`src/rtl/counter_sched_pkg.sv`:
```
// Shared types, default sizes and the round-robin select helper for counter_sched.
package counter_sched_pkg;

  localparam int NUM_REQ_DEF = 4;
  localparam int CNT_W_DEF   = 4;
  localparam int MAX_REQ     = 8;
  localparam int IDX_W       = 3;

  typedef enum logic [1:0] {
    IDLE  = 2'd0,
    COUNT = 2'd1,
    DONE  = 2'd2
  } state_e;

  // One-hot winner: first set req bit at or after ptr, wrapping modulo n.
  // Scanning offsets from high to low lets the smallest offset win.
  function automatic logic [MAX_REQ-1:0] rr_select(input logic [MAX_REQ-1:0] req,
                                                   input logic [IDX_W-1:0]   ptr,
                                                   input int                 n);
    logic [MAX_REQ-1:0] sel;
    int                 idx;
    sel = '0;
    for (int i = MAX_REQ - 1; i >= 0; i--) begin
      if (i < n) begin
        idx = (int'(ptr) + i) % n;
        if (req[idx]) sel = MAX_REQ'(1) << idx;
      end
    end
    return sel;
  endfunction

endpackage

```
`src/rtl/counter_sched_if.sv`:
```
// Request/grant bundle between the requesters (master) and counter_sched (slave).
interface counter_sched_if #(
  parameter int NUM_REQ = 4,
  parameter int CNT_W   = 4
);
  logic [NUM_REQ-1:0]       req;
  logic [NUM_REQ*CNT_W-1:0] len;
  logic [NUM_REQ-1:0]       grant;
  logic [NUM_REQ-1:0]       done;
  logic                     busy;
  logic [CNT_W-1:0]         q;

  modport master (output req, len, input grant, done, busy, q);
  modport slave  (input req, len, output grant, done, busy, q);
endinterface

```
`src/rtl/counter_sched_down_counter.sv`:
```
// Loadable down-counter that holds at zero instead of wrapping.
module sched_down_counter #(
  parameter int CNT_W = 4
) (
  input  logic             clk_i,
  input  logic             rst_i,
  input  logic             load_i,
  input  logic [CNT_W-1:0] load_val_i,
  input  logic             en_i,
  output logic [CNT_W-1:0] q_o,
  output logic             zero_o
);

  logic [CNT_W-1:0] q_q;

  // Load has priority over decrement; decrement is gated at zero.
  always_ff @(posedge clk_i) begin
    if (rst_i) begin
      q_q <= '0;
    end else if (load_i) begin
      q_q <= load_val_i;
    end else if (en_i && (q_q != '0)) begin
      q_q <= q_q - 1'b1;
    end
  end

  assign q_o    = q_q;
  assign zero_o = (q_q == '0);

endmodule

```
`src/rtl/counter_sched.sv`:
```
// Round-robin scheduler sharing one down-counter among NUM_REQ requesters.
// Optional feature macro: COUNTER_SCHED_ABORT_EN adds abort_i, which cancels
// the interval being counted without a done pulse.
//
// state | meaning
// IDLE  | no owner; arbitrate req starting at ptr
// COUNT | winner owns the counter, counting down to zero
// DONE  | one-cycle done pulse to the winner, grant still held
module counter_sched
  import counter_sched_pkg::*;
#(
  parameter int NUM_REQ = NUM_REQ_DEF,
  parameter int CNT_W   = CNT_W_DEF
) (
  input  logic clk_i,
  input  logic rst_i,
`ifdef COUNTER_SCHED_ABORT_EN
  input  logic abort_i,
`endif
  counter_sched_if.slave bus
);

  state_e             state_q;
  logic [IDX_W-1:0]   ptr_q;
  logic [IDX_W-1:0]   win_q;
  logic [NUM_REQ-1:0] grant_q;
  logic [NUM_REQ-1:0] done_q;
  logic               busy_q;

  logic [MAX_REQ-1:0] sel_full;
  logic [NUM_REQ-1:0] sel_d;
  logic [IDX_W-1:0]   sel_idx_d;
  logic [IDX_W-1:0]   ptr_next_d;
  logic               abort_d;
  logic               cnt_load;
  logic [CNT_W-1:0]   cnt_load_val;
  logic [CNT_W-1:0]   cnt_q;
  logic               cnt_zero;

`ifdef COUNTER_SCHED_ABORT_EN
  assign abort_d = abort_i && (state_q == COUNT);
`else
  assign abort_d = 1'b0;
`endif

  // Arbitration winner and its index, plus the post-service pointer.
  always_comb begin
    sel_full  = rr_select(MAX_REQ'(bus.req), ptr_q, NUM_REQ);
    sel_d     = sel_full[NUM_REQ-1:0];
    sel_idx_d = '0;
    for (int i = 0; i < NUM_REQ; i++) begin
      if (sel_d[i]) sel_idx_d = IDX_W'(i);
    end
    ptr_next_d = (win_q == IDX_W'(NUM_REQ - 1)) ? '0 : win_q + 1'b1;
  end

  // Counter load: winner's len at grant, or forced to zero on abort.
  always_comb begin
    cnt_load     = ((state_q == IDLE) && (|bus.req)) || abort_d;
    cnt_load_val = abort_d ? '0 : bus.len[sel_idx_d*CNT_W +: CNT_W];
  end

  sched_down_counter #(.CNT_W(CNT_W)) u_cnt (
    .clk_i     (clk_i),
    .rst_i     (rst_i),
    .load_i    (cnt_load),
    .load_val_i(cnt_load_val),
    .en_i      (state_q == COUNT),
    .q_o       (cnt_q),
    .zero_o    (cnt_zero)
  );

  // Scheduler FSM with registered grant/done/busy outputs.
  always_ff @(posedge clk_i) begin
    if (rst_i) begin
      state_q <= IDLE;
      ptr_q   <= '0;
      win_q   <= '0;
      grant_q <= '0;
      done_q  <= '0;
      busy_q  <= 1'b0;
    end else begin
      case (state_q)
        IDLE: begin
          done_q <= '0;
          if (|bus.req) begin
            grant_q <= sel_d;
            win_q   <= sel_idx_d;
            busy_q  <= 1'b1;
            state_q <= COUNT;
          end
        end
        COUNT: begin
          if (abort_d) begin
            grant_q <= '0;
            busy_q  <= 1'b0;
            ptr_q   <= ptr_next_d;
            state_q <= IDLE;
          end else if (cnt_zero) begin
            done_q  <= grant_q;
            state_q <= DONE;
          end
        end
        DONE: begin
          done_q  <= '0;
          grant_q <= '0;
          busy_q  <= 1'b0;
          ptr_q   <= ptr_next_d;
          state_q <= IDLE;
        end
        default: begin
          grant_q <= '0;
          done_q  <= '0;
          busy_q  <= 1'b0;
          state_q <= IDLE;
        end
      endcase
    end
  end

  assign bus.grant = grant_q;
  assign bus.done  = done_q;
  assign bus.busy  = busy_q;
  assign bus.q     = cnt_q;

endmodule

```
`src/flat_wrapper.sv`:
```
// flat-port wrapper written by rule: the top's interface ports become plain ports
module counter_sched_flat import counter_sched_pkg::*;
#(
  parameter int NUM_REQ = NUM_REQ_DEF,
  parameter int CNT_W   = CNT_W_DEF
)
  (clk_i, rst_i, bus_req, bus_len, bus_grant, bus_done, bus_busy, bus_q);
  counter_sched_if #(.NUM_REQ(NUM_REQ), .CNT_W(CNT_W)) bus_i ();
  input  logic clk_i;
  input  logic rst_i;
  input wire logic [$bits(bus_i.req)-1:0] bus_req;
  input wire logic [$bits(bus_i.len)-1:0] bus_len;
  output wire logic [$bits(bus_i.grant)-1:0] bus_grant;
  output wire logic [$bits(bus_i.done)-1:0] bus_done;
  output wire logic [$bits(bus_i.busy)-1:0] bus_busy;
  output wire logic [$bits(bus_i.q)-1:0] bus_q;
  assign bus_i.req = bus_req;
  assign bus_i.len = bus_len;
  assign bus_grant = bus_i.grant;
  assign bus_done = bus_i.done;
  assign bus_busy = bus_i.busy;
  assign bus_q = bus_i.q;
  counter_sched #(.NUM_REQ(NUM_REQ), .CNT_W(CNT_W)) u_core (.clk_i(clk_i), .rst_i(rst_i), .bus(bus_i));
endmodule
```
`config.mk`:
```
export PLATFORM = sky130hd
export DESIGN_NAME = counter_sched_flat
export DESIGN_NICKNAME = d
export VERILOG_FILES = /design/src/rtl/counter_sched_pkg.sv /design/src/rtl/counter_sched_if.sv /design/src/rtl/counter_sched_down_counter.sv /design/src/rtl/counter_sched.sv /design/src/flat_wrapper.sv
export SDC_FILE = /design/constraint.sdc
export NUM_CORES = 1
export LEC_CHECK = 0
export BUFFER_PORTS_ARGS = -buffer_cell sky130_fd_sc_hd__buf_2
export CORE_ASPECT_RATIO = 1.1
export CORE_UTILIZATION = 46
export DETAILED_ROUTE_END_ITERATION = 10
export PLACE_DENSITY = 0.71
export SLEW_MARGIN = 20
export SYNTH_ARGS = -nofsm -noshare
export SYNTH_HDL_FRONTEND = slang
export SYNTH_SLANG_ARGS = --single-unit
```
`constraint.sdc`:
```
create_clock -name clk_i -period 4 [get_ports clk_i]
set_input_delay 0.2 -clock clk_i [delete_from_list [all_inputs] [get_ports clk_i]]
set_output_delay 0.2 -clock clk_i [all_outputs]
set_load 0.01 [all_outputs]
```
==> results.txt <==
After routing the design area is 1580 um^2. The starting density of the core is 0.491. The number of storage elements in the synthesis netlist came out at 19. CTS built an H-tree with a depth of 1.

The buffer cell driving the clock tree root is sky130_fd_sc_hd__clkbuf_4. The flow ran to the end, and the final reports show no timing, DRC or antenna violations. After global routing the overflow that remains totals 0. Of the post-synthesis cell area, the dominant cell type holds 0.277. STA classifies the critical path startpoint as a flop. Setup repair after global routing left no endpoint under its margin. The delay of the slowest cell on the worst path is a little under 0.7 ns.

The number of flops mapped to enable cells by yosys came out at 0. The number of port buffers came out at 34. The power density over the cells came out at 427 nW/um^2. The share of post-route cells with drive strength above 1 is 0.284. The worst slew margin relative to its limit is 0.590. The sum of negative setup slack came out at 0 ns. After synthesis, the cell types taking the most area are sky130_fd_sc_hd__dfxtp_1 28%, sky130_fd_sc_hd__ha_1 8.2%, sky130_fd_sc_hd__mux2i_1 8.0%. The critical path data required time came out at 4.19 ns.

The final core utilization came out at 0.562. The critical path in this run is classified as reg2reg. STA classifies the critical path endpoint as a flop. The synthesized-area fraction occupied by adder cells is 0.0819. The number of hold buffers added after CTS is 0. The finished layout holds 209 standard cells, fillers aside.

The number of cells upsized or downsized after cts came out at 0. The critical path goes through inv_1 -> ha_1 -> mux4_1 -> nor3b_1 -> a221oi_4 -> mux2_1 -> mux2i_1 -> a21oi_1. The total wire length came out at 3.01 mm. The maximum resistive drop on vdd came out at 232 uV. For this run, the post-layout net count is between 200 and 250. The wire length of the first global-routing pass is 4.98 mm. Clock skew on the completed layout was measured at 0.00745 ns. The cell area after placement came out at 1550 um^2. The number of clock buffers inserted by TritonCTS came out at 3. The number of detailed-route iterations in the first pass is 4.

The post-layout minimum cycle time is between 3 and 4 ns. The slowest stage of the critical path is the sky130_fd_sc_hd__mux4_1 cell. Summed over all cells, the static leakage comes to 0.000698 uW. The most used flip-flop cell after synthesis is sky130_fd_sc_hd__dfxtp_1.

The count of max-cap constraint violations is 0. The initial antenna violation count came out at 0. The post-synthesis sequential area ratio came out at 0.277. By area, the combinational part of the netlist is dominated by simple AND/OR/NAND/NOR gates. The via count of the first global-routing pass is 1138. The maximum count of clock buffers along a single path came out at 2. The critical-path maximum fanout came out at 12. The number of standard-cell rows in the floorplan came out at 20. Detailed placement finished with a half-perimeter wire length of 2.34 mm. Across the whole layout, storage elements account for 380 um^2.

The area growth from synthesis to layout is 14.6%. The maximum clock frequency came out at 305 MHz. By count the netlist is led by 19 x sky130_fd_sc_hd__dfxtp_1, 15 x sky130_fd_sc_hd__nor2_1, 11 x sky130_fd_sc_hd__mux2i_1. The Yosys step of the flow raised 0 warnings. The area of the core is 2800 um^2. Clock-pin slew was measured on the worst setup and hold paths at roughly 0.11 ns.

The total placed cells including tap cells came out at 205. After detailed routing, the number of vias per cell comes to 5.75. The TritonCTS clock tree is yes. The final setup violation count came out at 0. Once detail routing completed, the nets flagged for antenna violations numbered 0.

The type of the most critical hold path is in2reg. The largest total area in the synthesized netlist belongs to sky130_fd_sc_hd__dfxtp_1. The mux share of post-synthesis cell area is 0.200. The number of distinct library cell variants in the gate-level netlist after synthesis came out at 42.

The total routing resource utilization after global routing is 0.211. The simple-gate area share of the yosys netlist came out at 0.200. The arrival time at the worst endpoint is roughly 3.5 ns. sky130_fd_sc_hd__dfxtp_1 is the most common cell in the netlist. The filler cell count came out at between 200 and 300. The synthesized area per cell is 9.55 um^2. The share of the synthesized area in compound gates (AO/OA/AOI/OAI) is 0.182.

Clock tree synthesis found a total of 19 sinks. The post-synthesis instance area is approximately 1400 um^2. The width of the chip is ~54 um.

The share of the clock period used by the worst path is 0.818. The final weighted congestion of routability-driven global placement came out at 0.778. After synthesis, the share of flip-flops with an asynchronous set or reset is 0. In this design, the largest share of critical-path delay is due to multiplexers. The setup slack of the most critical reg-to-reg path is a little over 0.7 ns.

The worst path buffer plus inverter count is 1. The wire length per cell came out at between 10 and 15 um. The largest net degree at the start of global routing is 15. The number of design rule violations left after detail routing is 0. The fraction of synthesized cell area in xor and xnor cells came out at 0.0127. The via count came out at 1202.

The count of boundary I/O pins is 35. The die area came out at 3210 um^2. The footprint of the multi-input gates came out at roughly 930 um^2. The final number of hold-violating endpoints is 0. The number of DRC violations after detailed-routing iteration 0 is 25. The clock latency on the worst-skew pair is 0.30 ns. The count of antenna diodes in the layout is 0. The die outline height came out at 59.3 um. The post-synthesis instance total came out at 144. The number of max-slew violations in the final report came out at 0.

The post-CTS setup buffer count is 0. The transition at the pin with the smallest max-transition slack is between 0.6 and 0.7 ns. The net count of the mapped netlist came out at 175.
[report_power, final]
part	internal [uW]	total (uW)	switching (uW)
Clock	38.9	97.8	58.9
Sequential	225	262	37.7
Combinational	146	312	166
[area by class of cell]
type,count,area share
inverter,7,0.0167
clock buffer,4,0.0167
tap,33,0.0262
sequential,19,0.241
multi-input combinational,112,0.591
timing repair buffer,34,0.108
[metrics by stage]
step           hold WS [ns]  power [uW]  setup slack [ns]
2_1_floorplan         0.361         497              1.12
3_3_place_gp          0.444         570             0.918
3_5_place_dp          0.461         577             0.759
4_1_cts               0.180         675             0.752
5_1_grt               0.195         721             0.514
6_report              0.179         672             0.727
[tightest hold or removal path: stages]
cell and delay (ns):
sky130_fd_sc_hd__buf_2 0.08, sky130_fd_sc_hd__a211oi_1 0.06, sky130_fd_sc_hd__o21ai_1 0.11
[flip-flops by register name, summed over array words and instances, names as in the netlist]
| signal | cells |
|---|---|
| u_core.win_q | 2 |
| u_core.ptr_q | 2 |
| u_core.bus.grant | 4 |
| u_core.state_q | 2 |
| u_core.bus.done | 4 |
| u_core.u_cnt.q_o | 4 |
| u_core.bus.busy | 1 |
[per-layer routing]
metal | track usage | share of wire | vias up
met5 | 0 | 0 | -
met4 | 0.0769 | 0.015 | 0
met3 | 0.0256 | 0.024 | 5
met2 | 0.362 | 0.51 | 17
met1 | 0.266 | 0.45 | 578
li1 | - | - | 602
[cells in the final DEF, fill, tap and decap left out, drive strengths merged, types with 3 or more instances in the layout]
cell type	instances
mux2	6
nand2	9
clkbuf	4
nor2	15
mux2i	11
a21oi	7
o21ai	5
a211oi	8
dfxtp	19
mux4	4
nor2b	3
nor3b	4
buf	34
nor3	4
inv	7
ha	9
[worst paths after layout]
path | startpoint | end | cells past startpoint
hold reg to reg | u_core.bus.busy$_SDFFE_PP0P_ | u_core.bus.busy$_SDFFE_PP0P_ | 1
setup / recovery | u_core.ptr_q[0]$_SDFFE_PP0N_ | u_core.u_cnt.q_o[2]$_SDFFE_PP0P_ | 8
hold / removal | bus_len[5] | u_core.u_cnt.q_o[1]$_SDFFE_PP0P_ | 3
setup reg to reg | u_core.ptr_q[0]$_SDFFE_PP0N_ | u_core.u_cnt.q_o[2]$_SDFFE_PP0P_ | 8
[cells by family (layout without fill, tap and decap cells)]
kind of cell / after synthesis / in the layout
simple gates: 47 / 47
buf+inv: 13 / 45
mux: 21 / 21
flops: 19 / 19
fa+ha+maj: 9 / 9
xor+xnor: 2 / 2
compound gates: 33 / 33
No activity file was read; power rests on OpenSTA's default activity.
